`config.mk`:
```
export PLATFORM = sky130hd
export DESIGN_NAME = run_controller
export DESIGN_NICKNAME = d
export VERILOG_FILES = /design/src/rtl/run_controller.sv
export SDC_FILE = /design/constraint.sdc
export NUM_CORES = 1
export LEC_CHECK = 0
export ABC_AREA = 1
export CAP_MARGIN = 20
export CORE_MARGIN = 4
export CORE_UTILIZATION = 41
export DETAILED_ROUTE_END_ITERATION = 8
export GPL_TIMING_DRIVEN = 0
export PLACE_DENSITY = 0.69
export SLEW_MARGIN = 40
export SYNTH_ARGS = -nofsm -noshare
export SYNTH_HDL_FRONTEND = slang
export SYNTH_SLANG_ARGS = --single-unit
export TNS_END_PERCENT = 100
```
`constraint.sdc`:
```
create_clock -name clk -period 2.09 [get_ports clk]
set_input_delay 0.5225 -clock clk [delete_from_list [all_inputs] [get_ports clk]]
set_output_delay 0.5225 -clock clk [all_outputs]
set_load 0.005 [all_outputs]
```
`src/rtl/run_controller.sv`:
```
`default_nettype none
// ============================================================================
//  Module   : run_controller
//  Purpose  : Sequences a test run of one or more cores. Holds the cores in
//             reset, releases them for a bounded RUN window, ends the run when
//             the cores halt (all or any) or when the cycle budget expires,
//             pulses a register-dump strobe, then reports completion.
//  Ports    : clk          - sole clock, rising edge
//             rst          - synchronous, active-low reset
//             start        - begin a run (honoured in IDLE and DONE only)
//             halt         - per-core halt indication (honoured in RUN only)
//             core_rst     - active-high reset to the cores
//             debug        - register-dump strobe to the cores
//             done         - run finished
//             timed_out    - run ended by cycle budget rather than halt
//             cycle_count  - completed RUN cycles
//             halted_mask  - sticky record of cores that halted during RUN
//  Revision : 1.0 - initial release
// ============================================================================
module run_controller #(
  parameter int NUM_CORES      = 1,
  parameter int RST_CYCLES     = 2,
  parameter int TIMEOUT_CYCLES = 4194304,
  parameter int DEBUG_CYCLES   = 2,
  parameter int CNT_W          = 32,
  parameter int MODE_ALL       = 1
) (
  input  logic                 clk,
  input  logic                 rst,
  input  logic                 start,
  input  logic [NUM_CORES-1:0] halt,
  output logic                 core_rst,
  output logic                 debug,
  output logic                 done,
  output logic                 timed_out,
  output logic [CNT_W-1:0]     cycle_count,
  output logic [NUM_CORES-1:0] halted_mask
);

  typedef enum logic [2:0] {
    S_IDLE  = 3'd0,
    S_RESET = 3'd1,
    S_RUN   = 3'd2,
    S_DUMP  = 3'd3,
    S_DONE  = 3'd4
  } state_t;

  // Terminal values for the phase counter and the RUN cycle counter.
  localparam logic [31:0]      C_RST_LAST = 32'(RST_CYCLES - 1);
  localparam logic [31:0]      C_DBG_LAST = 32'(DEBUG_CYCLES - 1);
  localparam logic [CNT_W-1:0] C_TO_LAST  = CNT_W'(TIMEOUT_CYCLES - 1);

  state_t                 state_q;
  logic [31:0]            phase_cnt_q;
  logic                   core_rst_q;
  logic                   debug_q;
  logic                   done_q;
  logic                   timed_out_q;
  logic [CNT_W-1:0]       cycle_count_q;
  logic [NUM_CORES-1:0]   halted_mask_q;

  logic [NUM_CORES-1:0]   halted_mask_d;
  logic [CNT_W-1:0]       cycle_count_d;
  logic                   halt_complete;

  // Completion looks at the mask including this edge's halt bits, so a core
  // halting on the final budget cycle still counts as a halt.
  assign halted_mask_d = halted_mask_q | halt;
  assign cycle_count_d = cycle_count_q + 1'b1;

  generate
    if (MODE_ALL != 0) begin : g_mode_all
      assign halt_complete = &halted_mask_d;
    end else begin : g_mode_any
      assign halt_complete = |halted_mask_d;
    end
  endgenerate

  always_ff @(posedge clk) begin
    if (!rst) begin
      state_q       <= S_IDLE;
      phase_cnt_q   <= '0;
      core_rst_q    <= 1'b1;
      debug_q       <= 1'b0;
      done_q        <= 1'b0;
      timed_out_q   <= 1'b0;
      cycle_count_q <= '0;
      halted_mask_q <= '0;
    end else begin
      unique case (state_q)
        S_IDLE, S_DONE: begin
          if (start) begin
            state_q       <= S_RESET;
            phase_cnt_q   <= '0;
            core_rst_q    <= 1'b1;
            done_q        <= 1'b0;
            timed_out_q   <= 1'b0;
            cycle_count_q <= '0;
            halted_mask_q <= '0;
          end
        end
        S_RESET: begin
          if (phase_cnt_q == C_RST_LAST) begin
            state_q     <= S_RUN;
            phase_cnt_q <= '0;
            core_rst_q  <= 1'b0;
          end else begin
            phase_cnt_q <= phase_cnt_q + 1'b1;
          end
        end
        S_RUN: begin
          cycle_count_q <= cycle_count_d;
          halted_mask_q <= halted_mask_d;
          // Halt takes priority over timeout when both occur on one edge.
          if (halt_complete) begin
            state_q     <= S_DUMP;
            phase_cnt_q <= '0;
            debug_q     <= 1'b1;
            timed_out_q <= 1'b0;
          end else if (cycle_count_q == C_TO_LAST) begin
            state_q     <= S_DUMP;
            phase_cnt_q <= '0;
            debug_q     <= 1'b1;
            timed_out_q <= 1'b1;
          end
        end
        S_DUMP: begin
          if (phase_cnt_q == C_DBG_LAST) begin
            state_q     <= S_DONE;
            phase_cnt_q <= '0;
            debug_q     <= 1'b0;
            done_q      <= 1'b1;
            core_rst_q  <= 1'b1;
          end else begin
            phase_cnt_q <= phase_cnt_q + 1'b1;
          end
        end
        default: begin
          state_q <= S_IDLE;
        end
      endcase
    end
  end

  assign core_rst    = core_rst_q;
  assign debug       = debug_q;
  assign done        = done_q;
  assign timed_out   = timed_out_q;
  assign cycle_count = cycle_count_q;
  assign halted_mask = halted_mask_q;

endmodule
`default_nettype wire

```
# Word level (Yosys, flattened, before mapping)
# Index checks and enable logic that the tools add are counted.
# classes
bitwise_logic	1
n_reduce_logical	15
muxes	24
eq_ne	10
add_sub_neg	2
# ops
operator	n
$mux W32	4
$pmux W32 S3	1
$add A32 B1 Y32 const B	2
$pmux W32 S2	1
$eq A32 B1 Y1 const B	1
$eq A32 B22 Y1 const B	1
$mux W3	5
$pmux W3 S4	1
$reduce_and A3 Y1	4
$pmux W1 S2	4
$reduce_and A4 Y1	2
$mux W1	7
$eq A3 B2 Y1 const B	2
$ne A2 B2 Y1 const B	3
$reduce_bool A2 Y1	3
$reduce_bool A3 Y1	2
$reduce_or A2 Y1	2
$eq A3 B1 Y1 const B	1
$eq A3 B3 Y1 const B	1
$logic_not A3 Y1	1
$ne A3 B3 Y1 const B	1
$pmux W1 S3	1
$reduce_and A2 Y1	1
$or A1 B1 Y1	1
# totals
input_bits	4
out_inout_bits	37
regBits	72
word_cells	60

# Longest topological paths before layout
# Gate-level depths: netlist of run 1.
# logic_depth
ltp_word	4
depth_mapped	11
depth_no_buf	11

# Least setup slack after synthesis of run 1
# No wires, ideal clock.
# synth_path
kind	reg2reg
from	register cycle_count_q[0] (netlist: cycle_count[0])
to	register phase_cnt_q[26]
n_path_buf	1
t_arrival_ns	1.551
period_less_slack_ns	1.684
setup_slack_ns	0.406
setup_ns	0.132
path_stages_with_launch	12
required_ns	1.958
path_cell_list	dfxtp_1 ha_1 nand2_1 nor2_1 nand2_1 nor2_1 nand2_1 nand2_2 nand3_4 buf_6 nand2_1 a21oi_1
# synth_via
elab_chain_len	3
# synth_rtl
element	line_no	text
start: declaration	59	logic [CNT_W-1:0] cycle_count_q;
start signal: assignment	112	cycle_count_q <= cycle_count_d;
$eq A32 B22 Y1	120	end else if (cycle_count_q == C_TO_LAST) begin
$ne A3 B3 Y1 (no source line)	n/a	
$reduce_and A3 Y1 (no source line)	n/a	
end signal: assignment	108	phase_cnt_q <= phase_cnt_q + 1'b1;
end signal: assignment	135	phase_cnt_q <= phase_cnt_q + 1'b1;
end: declaration	54	logic [31:0] phase_cnt_q;
# Every way passes these cells.
# A chain may end at the register's enable or synchronous reset.

# Worst setup path after layout of run 1
# layout_path
from	input port rst
to	register phase_cnt_q[19]
# layout_lines
element	line_no	text
start: declaration	29	input logic rst,
# No word-level cell between the ends.

==> metrics.txt, run 1 <==
status finished, final reports clean; Max Cap Viol 0; Worst Min Path Start done; Max IR drop VDD roughly 0.47 mV; Avg WL per Cell ~13 um; die area 0.0122 mm^2; Clock power frac 35.8%; DR vias between 4,000 and 5,000; sw frac between 30% and 40%; Mapped Nets between 700 and 800; sequential element share of the synthesized area 33.4%; row count 37; Detail Placement HPWL between 9 and 10 mm; CTS tree yes; Hold Vio Cnt, Final 0; GRT Residual Overflow 0; I/O pin count ~40; DRC 0; TritonCTS Buffers 9; fin crit share 96.3%; cell mode on critical path clkbuf_1; slowest CP cell clkbuf_1; # fillers 1,030; crit path kind input port to flop; Post-synth EDFFs 0; Total Routing Usage GR approximately a fifth; hold_buf cts 0; Pleak about 1.8 nW; sequential power share 39.1%; Die Span Y between 100 and 150 um; Critical Path AT between 2 and 2.5 ns; pre-CTS WS -0.264 ns; Worst-Margin Slew around 0.74 ns; core area slightly above 0.01 mm^2; Die W 111 um; Max-slew headroom 50.5%; Main synth FF type dfxtp_1; Setup Buffers After CTS 0; CTS root buf clkbuf_8; placer congestion estimate 0.914; CP Capture Type flop; share of layout cells above drive strength 1 under 10%; Psw approximately 1.3 mW; power per cell area 748 mW/mm^2; DRT Pass-1 Iters 5; Initial DRC Count 374; critical path cell sequence clkdlybuf4s50_1, inv_1, clkbuf_1, clkbuf_1, a21oi_1; synthesis-to-layout area growth 19.2%; Clock transition at path regs around 0.090 ns; antenna violations before repair 0; largest net degree at the start of global routing 14; type of the most critical hold path flop to flop; # setup viols final 0; R2R Path Start phase_cnt_q[3]; # port buffers 40; post_cts resized 1; clk sinks just over 70; Crit Path Max Fanout 10; first-pass GRT wire length just over 20 mm; synthesized flop and latch total a little over 70; nets@finish about 780; worst hold slack around 0.47 ns; Routed WL around 12 mm; clk_skew ~0.012 ns; most common cell after layout, fill and taps aside nand2_1; Post-Synthesis Cells between 700 and 800; Worst path max stage delay about 0.54 ns; fin crit period ~2.0 ns; Int Power 2.52 mW; Fmax 497 MHz; commonest cells after routing, fill and taps aside 232 x nand2_1, 109 x nor2_1, 73 x nand3_1; RSZ-0062 raised after global routing no; antenna-violating nets left 0; overall power a little under 4 mW; Slew Limit Fails 0; post-DR vias/cell between 5 and 6; Yosys warning count 0; htree depth 3; Yosys cell types 36; Post-Route Utilization between 50% and 60%; number of diodes 0; async set or reset register ratio after synthesis 0%; clk_lat worst skew approximately 0.36 ns; synthesized area per cell 6.02 um^2; Cell Area, Synth ~0.0043 mm^2; Worst Setup Start Kind input port; fin worst setup slack a little under 0.08 ns; Starting Density about two fifths; CP startpoint rst; vias in the first global route about 4,300; Logic pwr share ~25%; Worst Path Required around 2.3 ns; maximum buffer depth of the clock tree 2
-- critical path: cells and delay by family --
family                 cells  cell delay [ns]
buffers and inverters      4             1.63
AO/OA/AOI/OAI              1             0.09
-- cell usage after synthesis, drive strengths merged (3+ instances only) --
master    n  area (um^2)
a21oi    56          280
nand2   233          877
nor2    112          423
o31ai     3         22.5
a21o      5         37.5
inv      65          244
buf       4         38.8
a22oi     3         22.5
o21bai    3         22.5
nand3b    4         30.0
nand4     8         50.1
nand3    74          383
o21ai    20          100
or2      14         87.6
ha        3         37.5
clkbuf   12         45.0
nor3     14         86.3
a211oi    3         22.5
dfxtp    72         1440
-- per-layer routing --
| metal | routed length (um) | track usage (%) |
|---|---|---|
| met4 | 254 | 7.14 |
| met1 | 5580 | 27.1 |
| met2 | 5480 | 31.2 |
| met5 | 0 | 0 |
| met3 | 885 | 4.16 |
-- metrics by stage --
step / std cells / cell area, um^2 / setup TNS (ns)
CTS: 909 / 5130 / 0
detailed placement: 893 / 4890 / -6.80
floorplan: 717 / 4320 / 0
global placement: 893 / 4890 / -6.40
finish: 909 / 5140 / 0
global route: 909 / 5140 / 0
-- flip-flops by register name, summed over array words and instances (netlist names) --
signal	flops
core_rst	1
cycle_count	32
debug	1
done	1
halted_mask	1
phase_cnt_q	32
state_q	3
timed_out	1
-- cells by family after synthesis --
family          synth area share [%]
flops                           33.4
buf+inv                         7.68
xor+xnor                       0.406
simple gates                    45.3
compound gates                  12.3
fa+ha+maj                      0.870
-- final cells by class --
| class | count | area, um^2 | share of cell area (%) |
|---|---|---|---|
| multi-input combinational | 563 | 2550 | 49.7 |
| clock inverter | 7 | 119 | 2.31 |
| tap | 136 | 170 | 3.31 |
| sequential | 72 | 1440 | 28.1 |
| clock buffer | 9 | 124 | 2.41 |
| buffer | 16 | 83.8 | 1.63 |
| inverter | 66 | 248 | 4.82 |
| timing repair buffer | 40 | 400 | 7.78 |
-- final timing paths --
| path | end | slack [ns] | depth (start not counted) |
|---|---|---|---|
| setup / recovery | phase_cnt_q[19] | 0.08 | 5 |
| hold / removal | done | 0.47 | 2 |
| setup reg to reg | phase_cnt_q[20] | 0.14 | 9 |
| hold reg to reg | done | 0.47 | 2 |
-- power by group through the flow --
stage	clock, mW	combinational (mW)	sequential (mW)
final	1.38	0.964	1.51
after CTS	1.40	0.961	1.50
after detailed placement	0	0.958	1.53
after global placement	0	0.950	1.53
after floorplan	0	0.653	1.52
after global routing	1.47	1.08	1.51
Power figures use the tool's default switching activity.
==> run 2: changes to the inputs <==
- ABC_AREA: 1 -> default
- PLACE_DENSITY: 0.69 -> 0.7
==> metrics.txt, run 2 <==
TritonCTS Buffers 9 (unchanged); fin worst setup slack -0.0389 ns (was 0.0769 ns); first-pass GRT wire length 20.3 mm (was 20.4 mm); row count 35 (was 37); I/O pin count 41 (unchanged); Post-Synthesis Cells 493 (was 717); clk_lat worst skew 0.36 ns (about the same); Yosys warning count 0 (unchanged); crit path kind flop to flop (was input port to flop); top-area cell type share of the netlist area 36.2% (was 33.4%); Worst Setup Start Kind flop (was input port); CP Capture Type flop (unchanged); placer congestion estimate 0.887 (was 0.914); clk_skew 0.0133 ns (was 0.0117 ns); fin crit period 2.13 ns (was 2.01 ns); most common cell in the netlist dfxtp_1 (was nand2_1); Hold Crit Endpoint done (unchanged); number of diodes 0 (unchanged); Yosys cell types 57 (was 36); Mapped Nets 500 (was 724); synthesized flop and latch total 72 (unchanged); share of layout cells above drive strength 1 22.4% (was 5.82%); hold_buf cts 0 (unchanged); largest net degree at the start of global routing 15 (was 14); DRC 0 (unchanged); Die W 106 um (was 111 um); Crit Path Max Fanout 6 (was 10); Max-slew headroom 39.1% (was 50.5%); synthesis-to-layout area growth 31.7% (was 19.2%); DRT Pass-1 Iters 5 (unchanged); synthesized area per cell 8.07 um^2 (was 6.02 um^2); Clock transition at path regs 0.08 ns (was 0.09 ns); fin crit share 102% (was 96.3%); Clock power frac 41.8% (was 35.8%); most common cell after layout, fill and taps aside nand2_1 (unchanged); clk sinks 72 (unchanged); post-DR vias/cell 6.31 (was 5.24); Worst-Margin Slew 0.913 ns (was 0.740 ns); Worst Path Required 2.30 ns (was 2.32 ns); Starting Density 42.6% (was 42.0%); sequential power share 45.1% (was 39.1%); slowest CP cell o31a_1 (was clkbuf_1); core area 0.00933 mm^2 (was 0.0103 mm^2); Psw 878 uW (was 1.33 mW); nets@finish 565 (was 775); Post-Route Utilization 56.1% (was 50.0%); post-synth top area cell dfxtp_1 (unchanged); CP Buf/Inv Count 1 (was 4); RSZ-0062 raised after global routing yes (was no); antenna violations before repair 0 (unchanged); Slew Limit Fails 0 (unchanged); Routed WL 12.9 mm (was 12.2 mm); Worst path max stage delay 0.43 ns (was 0.54 ns); Worst Min Path Start done (unchanged); R2R Setup Slk -0.04 ns (was 0.14 ns); type of the most critical hold path flop to flop (unchanged); htree depth 3 (unchanged); Pleak 1.75 nW (was 1.80 nW); R2R Path Start cycle_count[0] (was phase_cnt_q[3]); CTS tree yes (unchanged); commonest cells after routing, fill and taps aside 55 x nand2_1, 54 x dfxtp_1, 40 x clkdlybuf4s50_1 (was 232 x nand2_1, 109 x nor2_1, 73 x nand3_1); Initial DRC Count 361 (was 374); power per cell area 587 mW/mm^2 (was 748 mW/mm^2); Max Cap Viol 0 (unchanged); Logic pwr share 13.0% (was 25.0%); DR vias 4,365 (was 4,767); Reg2Reg Depth 7 (was 9); Max IR drop VDD 0.267 mV (was 0.471 mV); status complete, but fails checks (was finished, final reports clean); Synth top cells by count 72 x dfxtp_1, 56 x nand2_1, 38 x nand3_1 (was 232 x nand2_1, 111 x nor2_1, 73 x nand3_1); Fmax 470 MHz (was 497 MHz); Cells on Worst Hold Path 2 (unchanged); Main synth FF type dfxtp_1 (unchanged); GRT Residual Overflow 0 (unchanged); Int Power 2.19 mW (was 2.52 mW); antenna-violating nets left 0 (unchanged); Total Routing Usage GR 22.0% (was 19.9%); main area contributors after synthesis dfxtp_1 36%, nand2_1 5.3%, nand3_1 4.8% (was dfxtp_1 33%, nand2_1 20%, nor2_1 9.7%); Avg WL per Cell 18.7 um (was 13.4 um); async set or reset register ratio after synthesis 0% (unchanged); die area 0.0113 mm^2 (was 0.0122 mm^2); sw frac 28.6% (was 34.5%); Hold Vio Cnt, Final 0 (unchanged); Cell Area, Synth 0.00398 mm^2 (was 0.00432 mm^2); Detail Placement HPWL 8.57 mm (was 9.16 mm); Critical Path AT 2.34 ns (was 2.24 ns); Die Span Y 106 um (was 111 um); Post-synth EDFFs 0 (unchanged); sequential element share of the synthesized area 36.2% (was 33.4%); CP delay by family, top simple AND/OR/NAND/NOR gates (was buffers and inverters); failing checks setup timing; worst hold slack 0.493 ns (was 0.469 ns); maximum buffer depth of the clock tree 2 (unchanged); # port buffers 40 (unchanged); CTS root buf clkbuf_8 (unchanged); Reg-to-Reg End state_q[2] (was phase_cnt_q[20]); critical path cell sequence ha_4, nand4_4, or3_4, o31a_1, buf_6, nor4b_2, nor3_1 (was clkdlybuf4s50_1, inv_1, clkbuf_1, clkbuf_1, a21oi_1); vias in the first global route 3,954 (was 4,256); # setup viols final 5 (was 0)
==> run 2: metrics by stage <==
step	instances	TNS, ns	instance area [um^2]	setup slack [ns]	total power, mW
floorplan	493	0	3990	0.0105	1.62
finish	692	-0.0869	5240	-0.0389	3.07
global placement	662	-18.61	4550	-0.491	1.73
global route	692	-1.07	5240	-0.101	3.15
detailed placement	662	-19.70	4550	-0.471	1.73
CTS	679	0	4920	0.00242	3.02
==> run 2: layer usage <==
| metal | GRT usage, % | wire (um) | vias to the layer above |
|---|---|---|---|
| li1 | - | - | 2033 |
| met1 | 31.2 | 5860 | 2129 |
| met2 | 34.2 | 5840 | 184 |
| met3 | 3.10 | 995 | 19 |
| met4 | 7.49 | 229 | 0 |
| met5 | 0 | 0 | - |
==> run 2: timing repair <==
item                                    4_1_cts  5_1_grt
endpoints found under the setup margin       43       64
gates resized for setup                      40       72
cloned                                        0        3
pin swaps                                     3       10
endpoints found under the hold margin         0        0
buffers inserted                              4       10
==> run 2: logic make-up after synthesis <==
family          Yosys count  synth area share, %
compound gates          116                 19.5
mux                      11                 3.05
buf+inv                  37                 3.96
simple gates            251                 35.6
flops                    72                 36.2
fa+ha+maj                 3                0.944
xor+xnor                  3                0.661
==> run 2: worst max path at each step <==
stage                     cells after the start            from  slack [ns]              end
final                                         7  cycle_count[0]       -0.04       state_q[2]
after global routing                          6  cycle_count[3]       -0.10  phase_cnt_q[20]
after CTS                                     8  phase_cnt_q[0]       0.002  phase_cnt_q[13]
after detailed placement                      7           start       -0.47   phase_cnt_q[5]
after global placement                        7           start       -0.49  phase_cnt_q[12]
after floorplan                               7  cycle_count[0]        0.01  phase_cnt_q[20]
==> run 2: worst register-to-register path, stage by stage, from the launching register on <==
cell and delay (ns):
dfxtp_4 0.39, ha_4 0.17, nand4_4 0.12, or3_4 0.36, o31a_1 0.43, buf_6 0.19, nor4b_2 0.25, nor3_1 0.08
==> run 2: power by group through the flow <==
stage	Combinational [mW]	Sequential, mW	Clock (mW)
global route	0.428	1.39	1.34
floorplan	0.198	1.42	0
CTS	0.331	1.39	1.30
detailed placement	0.307	1.42	0
finish	0.401	1.39	1.29
global placement	0.304	1.42	0
==> run 2: final cells by class <==
class	count	area [um^2]
buffer	28	181
clock buffer	9	124
clock inverter	7	103
fill	838	4090
inverter	6	22.5
multi-input combinational	384	2640
sequential	72	1480
tap	129	161
timing repair buffer	57	523
==> run 3: changes to the inputs <==
- SETUP_SLACK_MARGIN: default -> 0.4
- TNS_END_PERCENT: 100 -> 5
==> metrics.txt, run 3 (synthesis gave the netlist of run 2 again) <==
TritonCTS Buffers 9 (unchanged); DR vias 4,487 (was 4,365); fin crit period 2.14 ns (was 2.13 ns); clk sinks 72 (unchanged); commonest cells after routing, fill and taps aside 54 x nand2_1, 40 x dfxtp_1, 36 x nand3_1 (was 55 x nand2_1, 54 x dfxtp_1, 40 x clkdlybuf4s50_1); Fmax 467 MHz (was 470 MHz); number of diodes 0 (unchanged); R2R Path Start state_q[0] (was cycle_count[0]); Die Span Y 106 um (unchanged); DRC 0 (unchanged); most common cell after layout, fill and taps aside nand2_1 (unchanged); Crit Path Max Fanout 8 (was 6); Worst Min Path Start debug (was done); Worst-Margin Slew 0.817 ns (was 0.913 ns); status complete, but fails checks (unchanged); synthesis-to-layout area growth 42.5% (was 31.7%); Reg2Reg Depth 7 (unchanged); CTS tree yes (unchanged); die area 0.0113 mm^2 (unchanged); Non-Filler Instances 705 (was 692); placer congestion estimate 0.884 (was 0.887); Reg-to-Reg End cycle_count[21] (was state_q[2]); antenna violations before repair 0 (unchanged); Cells on Worst Hold Path 2 (unchanged); clk_skew 0.0135 ns (was 0.0133 ns); # fillers 773 (was 838); Detail Placement HPWL 8.71 mm (was 8.57 mm); Reg area 0.00154 mm^2 (was 0.00148 mm^2); CP Capture Type flop (unchanged); Hold Crit Endpoint debug (was done); hold_buf cts 0 (unchanged); antenna-violating nets left 0 (unchanged); row count 35 (unchanged); Hold Vio Cnt, Final 0 (unchanged); fin crit share 102% (about the same); failing checks setup timing (unchanged); I/O pin count 41 (unchanged); clk_lat worst skew 0.36 ns (about the same); Pleak 2.32 nW (was 1.75 nW); Avg WL per Cell 19.8 um (was 18.7 um); Routed WL 13.9 mm (was 12.9 mm); nets@finish 578 (was 565); R2R Setup Slk -0.05 ns (was -0.04 ns); Worst Path Required 2.32 ns (was 2.30 ns); core area 0.00933 mm^2 (unchanged); Max IR drop VDD 0.366 mV (was 0.267 mV); largest net degree at the start of global routing 14 (was 15); Die W 106 um (unchanged); maximum buffer depth of the clock tree 2 (unchanged); DP Cell Count 662 (unchanged); Slew Limit Fails 0 (unchanged); Max Cap Viol 0 (unchanged); # setup viols final 4 (was 5); Max-slew headroom 45.4% (was 39.1%); share of layout cells above drive strength 1 28.3% (was 22.4%); vias in the first global route 4,142 (was 3,954); CTS root buf clkbuf_8 (unchanged); GRT Residual Overflow 0 (unchanged); # port buffers 40 (unchanged); DRT Pass-1 Iters 7 (was 5); area of the multi-input gates 0.00273 mm^2 (was 0.00264 mm^2); setup TNS -0.111 ns (was -0.0869 ns); Total Routing Usage GR 23.4% (was 22.0%); Initial DRC Count 385 (was 361); Clock transition at path regs 0.09 ns (was 0.08 ns); crit path kind flop to flop (unchanged); Starting Density 42.6% (unchanged); power per cell area 563 mW/mm^2 (was 587 mW/mm^2); first-pass GRT wire length 21.3 mm (was 20.3 mm); RSZ-0062 raised after global routing yes (unchanged); htree depth 3 (unchanged); post-DR vias/cell 6.36 (was 6.31); Critical Path AT 2.37 ns (was 2.34 ns); fin worst setup slack -0.0521 ns (was -0.0389 ns); type of the most critical hold path flop to flop (unchanged); Worst Setup Start Kind flop (unchanged)
## run 3: cell count changes in the layout (fill, tap and decap cells not counted), moves of 8 or more
| cell | change |
|---|---|
| dfxtp_1 | -14 |
| dfxtp_4 | +15 |
| clkdlybuf4s50_1 | -25 |
| buf_4 | +8 |
| dlymetal6s2s_1 | +25 |
## run 3: per-stage QoR
step	setup WS, ns	util (%)	instance area (um^2)	hold slack (ns)	total power, mW
4_1_cts	0.0117	55.9	5210	0.456	3.10
3_5_place_dp	-0.815	50.2	4680	0.445	1.78
5_1_grt	-0.148	60.8	5670	0.468	3.26
2_1_floorplan	0.177	-	4120	0.448	1.66
6_report	-0.0521	60.8	5670	0.449	3.19
3_3_place_gp	-0.810	50.2	4680	0.441	1.77
## run 3: layout make-up
type / instances / area share (%)
plain buffers: 31 / 4.66
clock buffers: 11 / 2.49
clock inverters: 5 / 1.43
inverters: 6 / 0.397
multi-input cells: 384 / 48.1
flip-flops and latches: 72 / 27.1
well taps: 129 / 2.85
repair buffers: 67 / 13.0
## run 3: what timing repair did
| item | in CTS | in global routing |
|---|---|---|
| pin swaps | 10 | 22 |
| setup buffers | 11 | 11 |
| gates cloned | 2 | 3 |
| setup endpoints to repair | 109 | 109 |
| gates resized for setup | 59 | 111 |
## run 3: critical path, stage by stage (launching register included)
cell and delay, ns:
dfxtp_4 0.35, or3b_4 0.41, buf_12 0.15, or3_4 0.43, nor4_4 0.29, buf_4 0.17
a31o_1 0.15, a21oi_2 0.06
## run 3: how the worst max path moves through the flow
| stage | to | startpoint | slack, ns |
|---|---|---|---|
| global route | phase_cnt_q[23] | phase_cnt_q[2] | -0.15 |
| finish | cycle_count[21] | state_q[0] | -0.05 |
| CTS | cycle_count[19] | state_q[2] | 0.01 |
| global placement | phase_cnt_q[5] | start | -0.81 |
| floorplan | state_q[2] | cycle_count[1] | 0.18 |
| detailed placement | phase_cnt_q[12] | start | -0.81 |
## run 3: per-layer routing
metal  wire length (um)  GRT usage, %
met3               1090          4.80
met1               6040          31.9
met5                  0             0
met4                345          7.31
met2               6460          37.1
## run 3: power by group
group	internal [mW]	leakage, nW	switching [mW]
Sequential	1.36	0.603	0.00968
Clock	0.706	0.110	0.576
Combinational	0.226	1.61	0.316
Total	2.29	2.32	0.901
==> edit, RTL diff (config.mk and constraints of run 3) <==
`CNT_W`: 32 -> 48.
--- a/src/rtl/run_controller.sv
+++ b/src/rtl/run_controller.sv
@@ -23,5 +23,5 @@
   parameter int TIMEOUT_CYCLES = 4194304,
   parameter int DEBUG_CYCLES   = 2,
-  parameter int CNT_W          = 32,
+  parameter int CNT_W          = 48,
   parameter int MODE_ALL       = 1
 ) (
Ports: changed (resized cycle_count); port bits go from 41 to 57. The function was not compared with the original's and may differ.
==> edit against run 3 <==
- the run still ends with setup timing left
- sequential power increased by 24%
- final area rose by 18%
- non-clock buffer count increased by 39
- synthesized area grew 23%
- power grew 31%
- setup slack got worse by 0.19 ns
- sequential cell count is 16 higher
- clock skew decreased by 0.0067 ns
- wire length grew 21%
- critical path type unchanged
- largest cell class unchanged
- largest power group is now the clock network
==> edit: results (changes against run 3) <==
Sequential share of power - 40.2% (-2.6 points)
Slew margin rel. - 56.8% (+11 points)
Reg2Reg Depth - 9 (+2)
Nets - 725 (+25%)
Worst hold path startpoint - done
Met2 usage - 38.7% (+1.6 points)
Slowest stage cell, crit path - or4_4
RD Place Congestion - 0.887 (+0.36%)
Comb power - 557 uW (+3%)
CTS resizes - 145 (+150%)
Hold_ws - 0.460 ns (+0.0109 ns)
WHS Endpoint - done
Tot GR Track Use - 23.9% (+0.56 points)
Status - complete, but fails checks
Setup WS post-layout - -0.241 ns (-0.188 ns)
Seq/Total Area, Yosys - 36.1% (-0.15 points)
Post-DP HPWL - 10.8 mm (+24%)
WL/cell - 19.5 um (-1.5%)
Post-CTS Setup Inserts - 27 (+16)
Global-route wire length before repair - 26.1 mm (+23%)
WL met3 - 1.31 mm (+20%)
Worst Setup EP - phase_cnt_q[23]
Setup violators final - 36 (+32)
FILL cells - 1049 (+36%)
Iter 0 DRT Violations - 585 (+52%)
Failing checks - setup timing
Dpl ws - -0.767 ns (+0.0478 ns)
DP Cell Count - 813 (+23%)
Max IR drop VDD - 0.484 mV (+32%)
Vias in the first global route - 5188 (+25%)
Leakage - 2.46 nW (+5.8%)
[edit: cell count changes after synthesis, moves of 8 or more]
cell	change
nand2_1	+12
and3_1	+10
nor4_1	+8
a21oi_1	+18
nor2_1	+8
clkbuf_1	+20
a311oi_1	+9
dfxtp_1	+16
[edit: final cells by class]
class / count / share of cell area (%)
sequential: 88 / 28.0
clock inverter: 6 / 1.68
timing repair buffer: 92 / 12.6
inverter: 8 / 0.449
tap: 143 / 2.67
multi-input combinational: 474 / 46.5
clock buffer: 10 / 3.74
buffer: 45 / 4.41
[edit: kinds of logic (layout without fill, tap and decap cells)]
| group | Yosys count | count (layout) | synth area share [%] |
|---|---|---|---|
| multiplexers | 12 | 12 | 2.67 |
| AND/OR/NAND/NOR | 300 | 300 | 33.5 |
| buffers and inverters | 53 | 161 | 4.59 |
| AO/OA/AOI/OAI | 155 | 156 | 21.9 |
| adder cells (fa/ha/maj) | 3 | 3 | 0.769 |
| XOR/XNOR | 3 | 3 | 0.539 |
| flip-flops | 88 | 88 | 36.1 |
